## src/rtl/gpio_atr_pkg.sv

```systemverilog
// ============================================================================
// Module   : gpio_atr_pkg
// Purpose  : Shared state encodings, slot offsets and the masked-write helper
//            for the GPIO ATR controller.
// Revision : 1.0 - initial release
// ============================================================================
`default_nettype none

package gpio_atr_pkg;

    localparam int unsigned c_DLY_W_DEFAULT  = 12;
    localparam int unsigned c_NUM_BANKS      = 4;
    localparam int unsigned c_SLOTS_PER_BANK = 4;

    // Register offset of the delay word, relative to ADDR_BASE
    localparam logic [6:0] c_DLY_OFFSET = 7'd16;

    localparam logic [1:0] c_SLOT_IDLE = 2'd0;
    localparam logic [1:0] c_SLOT_RX   = 2'd1;
    localparam logic [1:0] c_SLOT_TX   = 2'd2;
    localparam logic [1:0] c_SLOT_FDX  = 2'd3;

    localparam logic [2:0] c_ST_IDLE    = 3'd0;
    localparam logic [2:0] c_ST_RX      = 3'd1;
    localparam logic [2:0] c_ST_TX_WAIT = 3'd2;
    localparam logic [2:0] c_ST_TX      = 3'd3;
    localparam logic [2:0] c_ST_RX_WAIT = 3'd4;

    // Upper half of the bus word selects which bits of the lower half land
    function automatic logic [15:0] masked_write(input logic [15:0] old_val,
                                                 input logic [31:0] data);
        return (old_val & ~data[31:16]) | (data[15:0] & data[31:16]);
    endfunction

endpackage

`default_nettype wire

```

## src/rtl/gpio_atr_bank.sv

```systemverilog
// ============================================================================
// Module   : gpio_atr_bank
// Purpose  : One GPIO bank's four masked value registers (idle/rx/tx/fdx)
//            and the slot-select mux feeding the controller's output register.
// Revision : 1.0 - initial release
// ============================================================================
`default_nettype none

module gpio_atr_bank
    import gpio_atr_pkg::*;
#(
    parameter logic [6:0] BANK_ADDR = 7'd48
) (
    input  logic        clock,
    input  logic        reset_n,
    input  logic [6:0]  i_serial_addr,
    input  logic [31:0] i_serial_data,
    input  logic        i_serial_strobe,
    input  logic [1:0]  i_sel,
    output logic [15:0] o_value
);

    logic [15:0] r_slot [c_SLOTS_PER_BANK];

    for (genvar s = 0; s < c_SLOTS_PER_BANK; s++) begin : g_slot
        localparam logic [6:0] c_SLOT_ADDR = BANK_ADDR + 7'(s);

        always_ff @(posedge clock) begin
            if (!reset_n) begin
                r_slot[s] <= '0;
            end else if (i_serial_strobe && (i_serial_addr == c_SLOT_ADDR)) begin
                r_slot[s] <= masked_write(r_slot[s], i_serial_data);
            end
        end
    end

    assign o_value = r_slot[i_sel];

endmodule

`default_nettype wire

```

## src/rtl/gpio_atr_ctrl.sv

```systemverilog
// ============================================================================
// Module   : gpio_atr_ctrl
// Purpose  : ATR state machine with optional TX/RX turnaround delays driving
//            the four daughterboard GPIO bank values.
//            Build option: GPIO_ATR_DELAY_EN enables the delay register,
//            the turnaround counter and the TX_WAIT/RX_WAIT states.
// Revision : 1.0 - initial release
// ============================================================================
`default_nettype none

module gpio_atr_ctrl
    import gpio_atr_pkg::*;
#(
    parameter logic [6:0] ADDR_BASE = 7'd48,
    parameter int         DLY_W     = c_DLY_W_DEFAULT
) (
    input  logic        clock,
    input  logic        reset_n,
    input  logic [6:0]  serial_addr,
    input  logic [31:0] serial_data,
    input  logic        serial_strobe,
    input  logic        tx_enable,
    input  logic        rx_enable,
    output logic [15:0] atr_0,
    output logic [15:0] atr_1,
    output logic [15:0] atr_2,
    output logic [15:0] atr_3,
    output logic [2:0]  atr_state
);

    // Each delay field sits inside one 16-bit half of the delay word
    if (DLY_W < 1 || DLY_W > 16) begin : g_dly_w_check
        $error("gpio_atr_ctrl: DLY_W must be in 1..16");
    end

    logic [2:0]  r_state;
    logic [2:0]  w_next_state;
    logic [1:0]  w_slot;
    logic [15:0] w_bank_val [c_NUM_BANKS];
    logic [15:0] r_atr      [c_NUM_BANKS];

    // ------------------------------------------------------------------
    // State register
    // ------------------------------------------------------------------
    always_ff @(posedge clock) begin
        if (!reset_n) begin
            r_state <= c_ST_IDLE;
        end else begin
            r_state <= w_next_state;
        end
    end

`ifdef GPIO_ATR_DELAY_EN
    logic [DLY_W-1:0] r_tx_delay;
    logic [DLY_W-1:0] r_rx_delay;
    logic [DLY_W-1:0] r_count;
    logic [DLY_W-1:0] w_next_count;
    logic [DLY_W-1:0] w_tx_start_count;
    logic [2:0]       w_tx_start_state;
    logic             w_dly_write;

    assign w_dly_write = serial_strobe && (serial_addr == ADDR_BASE + c_DLY_OFFSET);

    // The running count is loaded once on entry, so later delay writes
    // only affect the next wait.
    always_ff @(posedge clock) begin
        if (!reset_n) begin
            r_tx_delay <= '0;
            r_rx_delay <= '0;
            r_count    <= '0;
        end else begin
            r_count <= w_next_count;
            if (w_dly_write) begin
                r_tx_delay <= serial_data[DLY_W-1:0];
                r_rx_delay <= serial_data[16+DLY_W-1:16];
            end
        end
    end

    always_comb begin
        w_tx_start_state = (r_tx_delay == '0) ? c_ST_TX : c_ST_TX_WAIT;
        w_tx_start_count = r_tx_delay;
    end

    // ------------------------------------------------------------------
    // Next-state logic
    // ------------------------------------------------------------------
    always_comb begin
        w_next_state = r_state;
        w_next_count = r_count;
        case (r_state)
            c_ST_IDLE: begin
                if (tx_enable) begin
                    w_next_state = w_tx_start_state;
                    w_next_count = w_tx_start_count;
                end else if (rx_enable) begin
                    w_next_state = c_ST_RX;
                end
            end
            c_ST_RX: begin
                if (tx_enable) begin
                    w_next_state = w_tx_start_state;
                    w_next_count = w_tx_start_count;
                end else if (!rx_enable) begin
                    w_next_state = c_ST_IDLE;
                end
            end
            c_ST_TX_WAIT: begin
                if (!tx_enable) begin
                    w_next_state = c_ST_IDLE;
                    w_next_count = '0;
                end else if (r_count == DLY_W'(1)) begin
                    w_next_state = c_ST_TX;
                    w_next_count = '0;
                end else begin
                    w_next_count = r_count - DLY_W'(1);
                end
            end
            c_ST_TX: begin
                if (!tx_enable) begin
                    if (r_rx_delay != '0) begin
                        w_next_state = c_ST_RX_WAIT;
                        w_next_count = r_rx_delay;
                    end else begin
                        w_next_state = rx_enable ? c_ST_RX : c_ST_IDLE;
                    end
                end
            end
            c_ST_RX_WAIT: begin
                if (tx_enable) begin
                    w_next_state = w_tx_start_state;
                    w_next_count = w_tx_start_count;
                end else if (r_count == DLY_W'(1)) begin
                    w_next_state = rx_enable ? c_ST_RX : c_ST_IDLE;
                    w_next_count = '0;
                end else begin
                    w_next_count = r_count - DLY_W'(1);
                end
            end
            default: begin
                w_next_state = c_ST_IDLE;
                w_next_count = '0;
            end
        endcase
    end
`else
    // ------------------------------------------------------------------
    // Next-state logic (no turnaround delays)
    // ------------------------------------------------------------------
    always_comb begin
        w_next_state = r_state;
        case (r_state)
            c_ST_IDLE: begin
                if (tx_enable) begin
                    w_next_state = c_ST_TX;
                end else if (rx_enable) begin
                    w_next_state = c_ST_RX;
                end
            end
            c_ST_RX: begin
                if (tx_enable) begin
                    w_next_state = c_ST_TX;
                end else if (!rx_enable) begin
                    w_next_state = c_ST_IDLE;
                end
            end
            c_ST_TX: begin
                if (!tx_enable) begin
                    w_next_state = rx_enable ? c_ST_RX : c_ST_IDLE;
                end
            end
            default: begin
                w_next_state = c_ST_IDLE;
            end
        endcase
    end
`endif

    // ------------------------------------------------------------------
    // Output select, driven from the next state so the value register
    // lines up with the state register.
    // ------------------------------------------------------------------
    always_comb begin
        w_slot = c_SLOT_IDLE;
        case (w_next_state)
            c_ST_RX: w_slot = c_SLOT_RX;
            c_ST_TX: w_slot = rx_enable ? c_SLOT_FDX : c_SLOT_TX;
            default: w_slot = c_SLOT_IDLE;
        endcase
    end

    for (genvar b = 0; b < c_NUM_BANKS; b++) begin : g_bank
        gpio_atr_bank #(
            .BANK_ADDR (ADDR_BASE + 7'(c_SLOTS_PER_BANK * b))
        ) u_bank (
            .clock           (clock),
            .reset_n         (reset_n),
            .i_serial_addr   (serial_addr),
            .i_serial_data   (serial_data),
            .i_serial_strobe (serial_strobe),
            .i_sel           (w_slot),
            .o_value         (w_bank_val[b])
        );

        always_ff @(posedge clock) begin
            if (!reset_n) begin
                r_atr[b] <= '0;
            end else begin
                r_atr[b] <= w_bank_val[b];
            end
        end
    end

    assign atr_0     = r_atr[0];
    assign atr_1     = r_atr[1];
    assign atr_2     = r_atr[2];
    assign atr_3     = r_atr[3];
    assign atr_state = r_state;

endmodule

`default_nettype wire
```

## config.mk

```make
export PLATFORM = sky130hd
export DESIGN_NAME = gpio_atr_ctrl
export DESIGN_NICKNAME = d
export VERILOG_FILES = /design/src/rtl/gpio_atr_pkg.sv /design/src/rtl/gpio_atr_bank.sv /design/src/rtl/gpio_atr_ctrl.sv
export SDC_FILE = /design/constraint.sdc
export NUM_CORES = 1
export LEC_CHECK = 0
export CORE_MARGIN = 2
export CORE_UTILIZATION = 55
export CTS_BUF_LIST = sky130_fd_sc_hd__clkbuf_8
export DETAILED_ROUTE_END_ITERATION = 10
export PLACE_DENSITY = 0.88
export REMOVE_ABC_BUFFERS = 1
export SETUP_SLACK_MARGIN = 0.02
export SYNTH_ARGS = -nofsm -noshare
export SYNTH_HDL_FRONTEND = slang
export SYNTH_SLANG_ARGS = --single-unit
```

## constraint.sdc

```tcl
create_clock -name clock -period 2.7 [get_ports clock]
set_input_delay 0.405 -clock clock [delete_from_list [all_inputs] [get_ports clock]]
set_output_delay 0.405 -clock clock [all_outputs]
set_load 0.02 [all_outputs]
```

==> impl_results.md, run 1 <==
* Clock sink count at about 320
* Async S/R FF share, synth at 0%
* Setup violators final at 0
* Final Hold Violating Endpoints at 0
* Min Tclk post-route at about 2 ns
* YS warnings at 0
* Peak Freq at around 500 MHz
* Drt pass-1 iters at 9
* Netlist Area Pre-Place at 14,700 um2
* Area contributors post-synth: edfxtp_1 52%, nand2b_1 13%, dfxtp_1 9.1%
* Initial DRC count at 1,502
* Max cap viols at 0
* Switch share at 24.5%
* Post-DR vias/cell at 6.17
* P_leak at 6.18 nW
* Int Pwr at a little over 0.008 W
* Die W at roughly 170 um
* Combinational power share at between 10% and 20%
* Root buf cell: clkbuf_8
* RSZ-0062 raised after global routing: no
* Hold crit path type: in2reg
* Clock Power Share at between 30% and 40%
* Failing checks: DRC
* Worst-Margin Slew at around 0.84 ns
* Mean routed wirelength per cell at between 20 and 25 um
* Core box area at 26,100 um2
* Critical path type: reg2out
* Flops & latches, synth at roughly 320
* Crit path capture type: output pin
* DP Area at 16,400 um2
* Hold_buf cts at 0
* Clk_skew at 0.0188 ns
* Post-DP HPWL at 23.5 mm
* Area leader, netlist: edfxtp_1
* Total CTS buffers at 51
* Worst EP arrival at ~1.6 ns
* CP delay by family, top: buffers and inverters
* Seq/Total Area, Yosys at 61.5%
* Antenna-violating nets left at 0
* Global-route wire length before repair at 59.7 mm
* # diodes at 0
* Total Power at approximately 0.011 W
* Clk Latency, worst-skew pair at 0.57 ns
* Routed vias at 11,000
* Final worst-path cycle share at 73.7%
* EDFF count, synth at 256
* Cts repair resizes at 0
* CTS Buffer Depth at 3
* Antenna violations before repair at 0
* Bufs and invs on worst path at 1
* CP Data Required Time at ~2.3 ns
* Final nets at 1,452
* Gr ovfl total at 0
* Final non-filler cell area at roughly 17,000 um2
* CP Launch Type: flip-flop
* Row count at just under 60
* Die Area at 28,000 um2
* Sequential fraction of design power at a little over half
* RD Place Congestion at 0.933
* CTS tree: done
* CTS clk-pin slew, worst paths at around 0.060 ns
* Die Ht at 167 um
* Slew Limit Fails at 0
* Vias in the first global route at 11,100
* Tot GR Track Use at between 20% and 30%
* Largest net degree at the start of global routing at 130
* Crit path cell chain: clkdlybuf4s50_1
* Post-route setup TNS at 0 ns
* Post-CTS Setup Bufs at 0
* PwrDens at 615 nW/um2
* WL final at 38.8 mm
* DR DRC count at 11
* Syn Area/Cell at 11.5 um2
* CTS H-tree lvls at 2
* Top cell type's share of synthesized area at a little over half
* CP max-delay cell: clkdlybuf4s50_1
* Initial Util at 56.2%
* Status: finished with violations
* Number of distinct library cells after synthesis at 35
* P_sw at 0.00261 W
* PortBufs at 110
* Post-synthesis cell count at 1,275
* Synth-to-layout area growth at 17.9%
* Share of cells above drive strength 1 at between 10% and 20%
* Io pins at 111
* Ys flop type: edfxtp_1
* Worst vdd ir at approximately 0.57 mV
* CP max FO at 4
* Crit path largest cell delay at 0.64 ns
* Slew HR at 44.0%
cell usage after synthesis (9+ instances only):
| cell | n |
|---|---|
| nand2b_1 | 317 |
| a21oi_1 | 246 |
| mux2i_1 | 64 |
| dfxtp_1 | 67 |
| o21ai_0 | 11 |
| a21oi_2 | 9 |
| o22ai_1 | 128 |
| buf_1 | 11 |
| nand2_1 | 37 |
| buf_2 | 14 |
| clkbuf_1 | 64 |
| edfxtp_1 | 256 |
cells by family after synthesis:
| kind of cell | after synthesis | share of synthesized area [%] |
|---|---|---|
| other | 1 | 0.0255 |
| DFF | 323 | 61.5 |
| AOI/OAI and AO/OA | 398 | 15.0 |
| muxes | 64 | 4.36 |
| and+or+nand+nor | 391 | 16.1 |
| buffers and inverters | 98 | 3.01 |
layout make-up:
cell class / instances / area [um2]
sequential: 323 / 9030
inverter: 2 / 7.51
multi-input combinational: 854 / 5240
fill: 1903 / 8810
clock buffer: 57 / 785
tap: 335 / 419
timing repair buffer: 176 / 1670
clock inverter: 38 / 174
worst paths after layout:
check | startpoint | slack [ns] | to | cells after the start
min reg2reg | g_bank[0].u_bank.r_slot[1][4] | 0.58 | r_atr[0][4] | 2
min | tx_enable | 0.53 | atr_state[0] | 3
max reg2reg | atr_state[0] | 0.76 | r_atr[2][11] | 6
max | atr_state[2] | 0.71 | atr_state[2] | 1
state kept, by name, summed over array words and instances, names as in the netlist:
name and flops:
g_bank.u_bank.r_slot 256, r_atr 64, atr_state 3
cell usage in the layout (no fill, tap or decap), drive strengths merged:
master / count
bufinv: 1
edfxtp: 256
conb: 1
nor3b: 1
a21o: 1
clkbuf: 57
or2b: 9
mux2i: 64
and3: 1
o21ai: 11
and4b: 1
dfxtp: 67
nand2b: 317
nor2: 6
inv: 30
nand3: 8
and2: 1
buf: 67
a21oi: 256
or3: 1
clkdlybuf4s50: 109
nor3: 4
o31ai: 2
o22ai: 128
nand4b: 1
clkinv: 9
nand2: 37
nor2b: 4
per-layer routing:
layer,vias to the layer above,part of all wire (%),GRT usage (%)
met1,5269,38,35.7
met4,0,2.8,9.30
met2,716,48,46.0
met3,101,11,5.37
met5,-,0,0
li1,4935,-,-
metrics by stage:
| stage | setup WS [ns] | util (%) | hold slack (ns) | cells |
|---|---|---|---|---|
| finish | 0.710 | 66.3 | 0.526 | 1785 |
| global route | 0.660 | 66.3 | 0.538 | 1785 |
| CTS | 0.695 | 66.3 | 0.494 | 1785 |
| detailed placement | 0.426 | 62.6 | 0.560 | 1690 |
| global placement | 0.498 | 62.6 | 0.554 | 1690 |
| floorplan | 0.136 | - | 0.507 | 1179 |
tightest hold or removal path: stages:
cell	delay [ns]
clkdlybuf4s50_1	0.46
nor2_1	0.12
nor3_1	0.05
power by group through the flow:
| stage | clock [W] | combinational [W] | sequential, W |
|---|---|---|---|
| floorplan | 0 | 0.000466 | 0.00583 |
| global placement | 0 | 0.00108 | 0.00575 |
| finish | 0.00387 | 0.00113 | 0.00566 |
| CTS | 0.00390 | 0.00111 | 0.00566 |
| global route | 0.00412 | 0.00118 | 0.00568 |
| detailed placement | 0 | 0.00111 | 0.00576 |
Note: power is estimated with default switching activity, not from simulation.
==> run 2, diff against run 1 <==
Clock period 2.7 ns to 1.7 ns, I/O delays scaled along.
==> run 2 against run 1 <==
  * Wire length increased by 1.8%
  * Global-route usage up 0.55 points
  * Register-to-register slack got worse by 0.63 ns
  * Largest power group unchanged
  * Clock skew decreased by 0.0026 ns
  * Critical path depth stayed put
  * The flow still finishes with violations (DRC)
  * Total power rose by 62%
  * Sequential share of layout area decreased by 1.9 points
  * Worst hold slack lost 0.17 ns
==> impl_results.md, run 2 (synthesis results as in run 1) <==
* Status: finished with violations (unchanged)
* Failing checks: DRC (unchanged)
* Global-route wire length before repair at 61.2 mm (was 59.7 mm)
* Worst vdd ir at 0.802 mV (was 0.568 mV)
* Clock sink count at 323 (unchanged)
* Die Ht at 167 um (unchanged)
* Post-DR vias/cell at 6.28 (was 6.17)
* Final nets at 1,487 (was 1,452)
* Vias in the first global route at 11,500 (was 11,100)
* CP max FO at 4 (unchanged)
* Final Util at 68.8% (was 66.3%)
* CP delay by family, top: flip-flops (was buffers and inverters)
* Clk_skew at 0.0162 ns (was 0.0188 ns)
* Hold crit path type: in2reg (unchanged)
* Root buf cell: clkbuf_8 (unchanged)
* Post-CTS Setup Bufs at 0 (unchanged)
* Worst EP arrival at 1.34 ns (was 1.59 ns)
* Commonest non-fill, non-tap cells in the layout: 316 x nand2b_1, 256 x edfxtp_1, 246 x a21oi_1, 127 x o22ai_1 (was 316 x nand2b_1, 256 x edfxtp_1, 246 x a21oi_1, 128 x o22ai_1, 109 x clkdlybuf4s50_1)
* Combinational power share at 10.9% (was 10.6%)
* Row count at 59 (unchanged)
* Max cap viols at 0 (unchanged)
* Synth-to-layout area growth at 22.4% (was 17.9%)
* CTS H-tree lvls at 2 (unchanged)
* Int Pwr at 0.0130 W (was 0.00805 W)
* Final WS setup at 0.109 ns (was 0.710 ns)
* Total CTS buffers at 50 (was 51)
* CP max-delay cell: dfxtp_1 (was clkdlybuf4s50_1)
* Die W at 167 um (unchanged)
* Largest net degree at the start of global routing at 53 (was 130)
* Slew Limit Fails at 0 (unchanged)
* Crit path capture type: output pin (unchanged)
* Final Hold Violating Endpoints at 0 (unchanged)
* RD Place Congestion at 0.849 (was 0.933)
* Switch share at 25.0% (was 24.5%)
* Commonest non-fill, non-tap cell in the layout: nand2b_1 (unchanged)
* DP Area at 17,100 um2 (was 16,400 um2)
* P_leak at 6.76 nW (was 6.18 nW)
* Final non-filler cell area at 18,000 um2 (was 17,300 um2)
* Sequential fraction of design power at 51.9% (was 53.1%)
* CTS clk-pin slew, worst paths at 0.07 ns (was 0.06 ns)
* Hold_buf cts at 0 (unchanged)
* Clk Latency, worst-skew pair at 0.59 ns (was 0.57 ns)
* Min Tclk post-route at 1.59 ns
* Io pins at 111 (unchanged)
* PortBufs at 110 (unchanged)
* Post-route setup TNS at 0 ns (unchanged)
* CP Launch Type: flip-flop (unchanged)
* CP Data Required Time at 1.44 ns (was 2.30 ns)
* P_sw at 0.00434 W (was 0.00261 W)
* Tot GR Track Use at 27.8% (was 27.3%)
* Post-DP HPWL at 24.7 mm (was 23.5 mm)
* PwrDens at 963 nW/um2 (was 615 nW/um2)
* Crit path largest cell delay at 0.39 ns (was 0.64 ns)
* WL final at 39.5 mm (was 38.8 mm)
* Pre-CTS setup slack at -0.438 ns (was 0.426 ns)
* # diodes at 0 (unchanged)
* DR DRC count at 11 (unchanged)
* Peak Freq at 628 MHz
* CTS tree: done (unchanged)
* Antenna violations before repair at 0 (unchanged)
* Antenna-violating nets left at 0 (unchanged)
* Core box area at 26,100 um2 (unchanged)
* Setup violators final at 0 (unchanged)
* WHS at 0.353 ns (was 0.526 ns)
* Crit path cell chain: dlygate4sd2_1 (was clkdlybuf4s50_1)
* RSZ-0062 raised after global routing: no (unchanged)
* Drt pass-1 iters at 8 (was 9)
* Largest reg by FF count: g_bank.u_bank.r_slot (unchanged)
* Final worst-path cycle share at 93.6%
* Gr ovfl total at 0 (unchanged)
* Initial Util at 56.2% (unchanged)
* Routed vias at 11,400 (was 11,000)
* Critical path type: reg2out (unchanged)
* Bufs and invs on worst path at 1 (unchanged)
* CTS Buffer Depth at 3 (unchanged)
* Clock Power Share at 37.2% (was 36.3%)
* Mean routed wirelength per cell at 21.7 um (about the same)
* Initial DRC count at 1,517 (was 1,502)
* Die Area at 28,000 um2 (unchanged)
* Max reg flops at 256 (unchanged)
* Share of cells above drive strength 1 at 13.3% (was 10.7%)
==> run 2: changes by cell type in the layout (fill, tap and decap cells not counted), sizes merged <==
cell           delta
clkdlybuf4s50    -67
dlygate4sd2      +67
buf              +36
inv               -5
clkbuf            -4
clkinv            +3
bufinv            +2
clkinvlp          +2
==> run 2: per-layer routing <==
metal	vias to the layer above	share of wire (%)	wire (um)	track usage [%]
li1	5005	-	-	-
met1	5442	37	14800	36.0
met2	829	48	19100	46.7
met3	148	11	4170	4.85
met4	0	3.7	1470	11.9
met5	-	0	0	0
==> run 2: timing repair <==
| action | CTS | global route |
|---|---|---|
| pin swaps | 0 | 0 |
| endpoints found under the setup margin | 67 | 1 |
| gates resized for setup | 67 | 1 |
==> run 2: tightest hold or removal path, stage by stage <==
cell and delay, ns:
buf_4 0.15, buf_12 0.19, o22ai_1 0.19, o22ai_1 0.10
==> run 2: worst paths after layout <==
| check | slack (ns) | cells past startpoint | to | start |
|---|---|---|---|---|
| setup / recovery | 0.11 | 1 | atr_state[2] | atr_state[2] |
| hold / removal | 0.35 | 4 | r_atr[3][6] | rx_enable |
| setup reg to reg | 0.13 | 5 | r_atr[1][14] | atr_state[0] |
| hold reg to reg | 0.57 | 2 | r_atr[1][5] | g_bank[1].u_bank.r_slot[1][5] |
==> run 2: metrics by stage <==
step	total power (W)	instances
after floorplan	0.0100	1179
after global placement	0.0110	1726
after detailed placement	0.0111	1726
after CTS	0.0173	1819
after global routing	0.0178	1819
final	0.0173	1819
==> run 2: power groups by stage <==
stage	clock network (W)	logic, W	registers [W]
after floorplan	0	0.000741	0.00927
after global placement	0	0.00188	0.00913
after detailed placement	0	0.00192	0.00915
after CTS	0.00648	0.00186	0.00898
after global routing	0.00683	0.00198	0.00902
final	0.00645	0.00189	0.00899
==> run 2: cell type report <==
cell class	instances	area, um2
clock buffers	53	729
clock inverters	40	251
fillers	1793	8150
inverters	2	7.51
multi-input cells	854	5250
flip-flops and latches	323	9030
well taps	335	419
repair buffers	212	2290
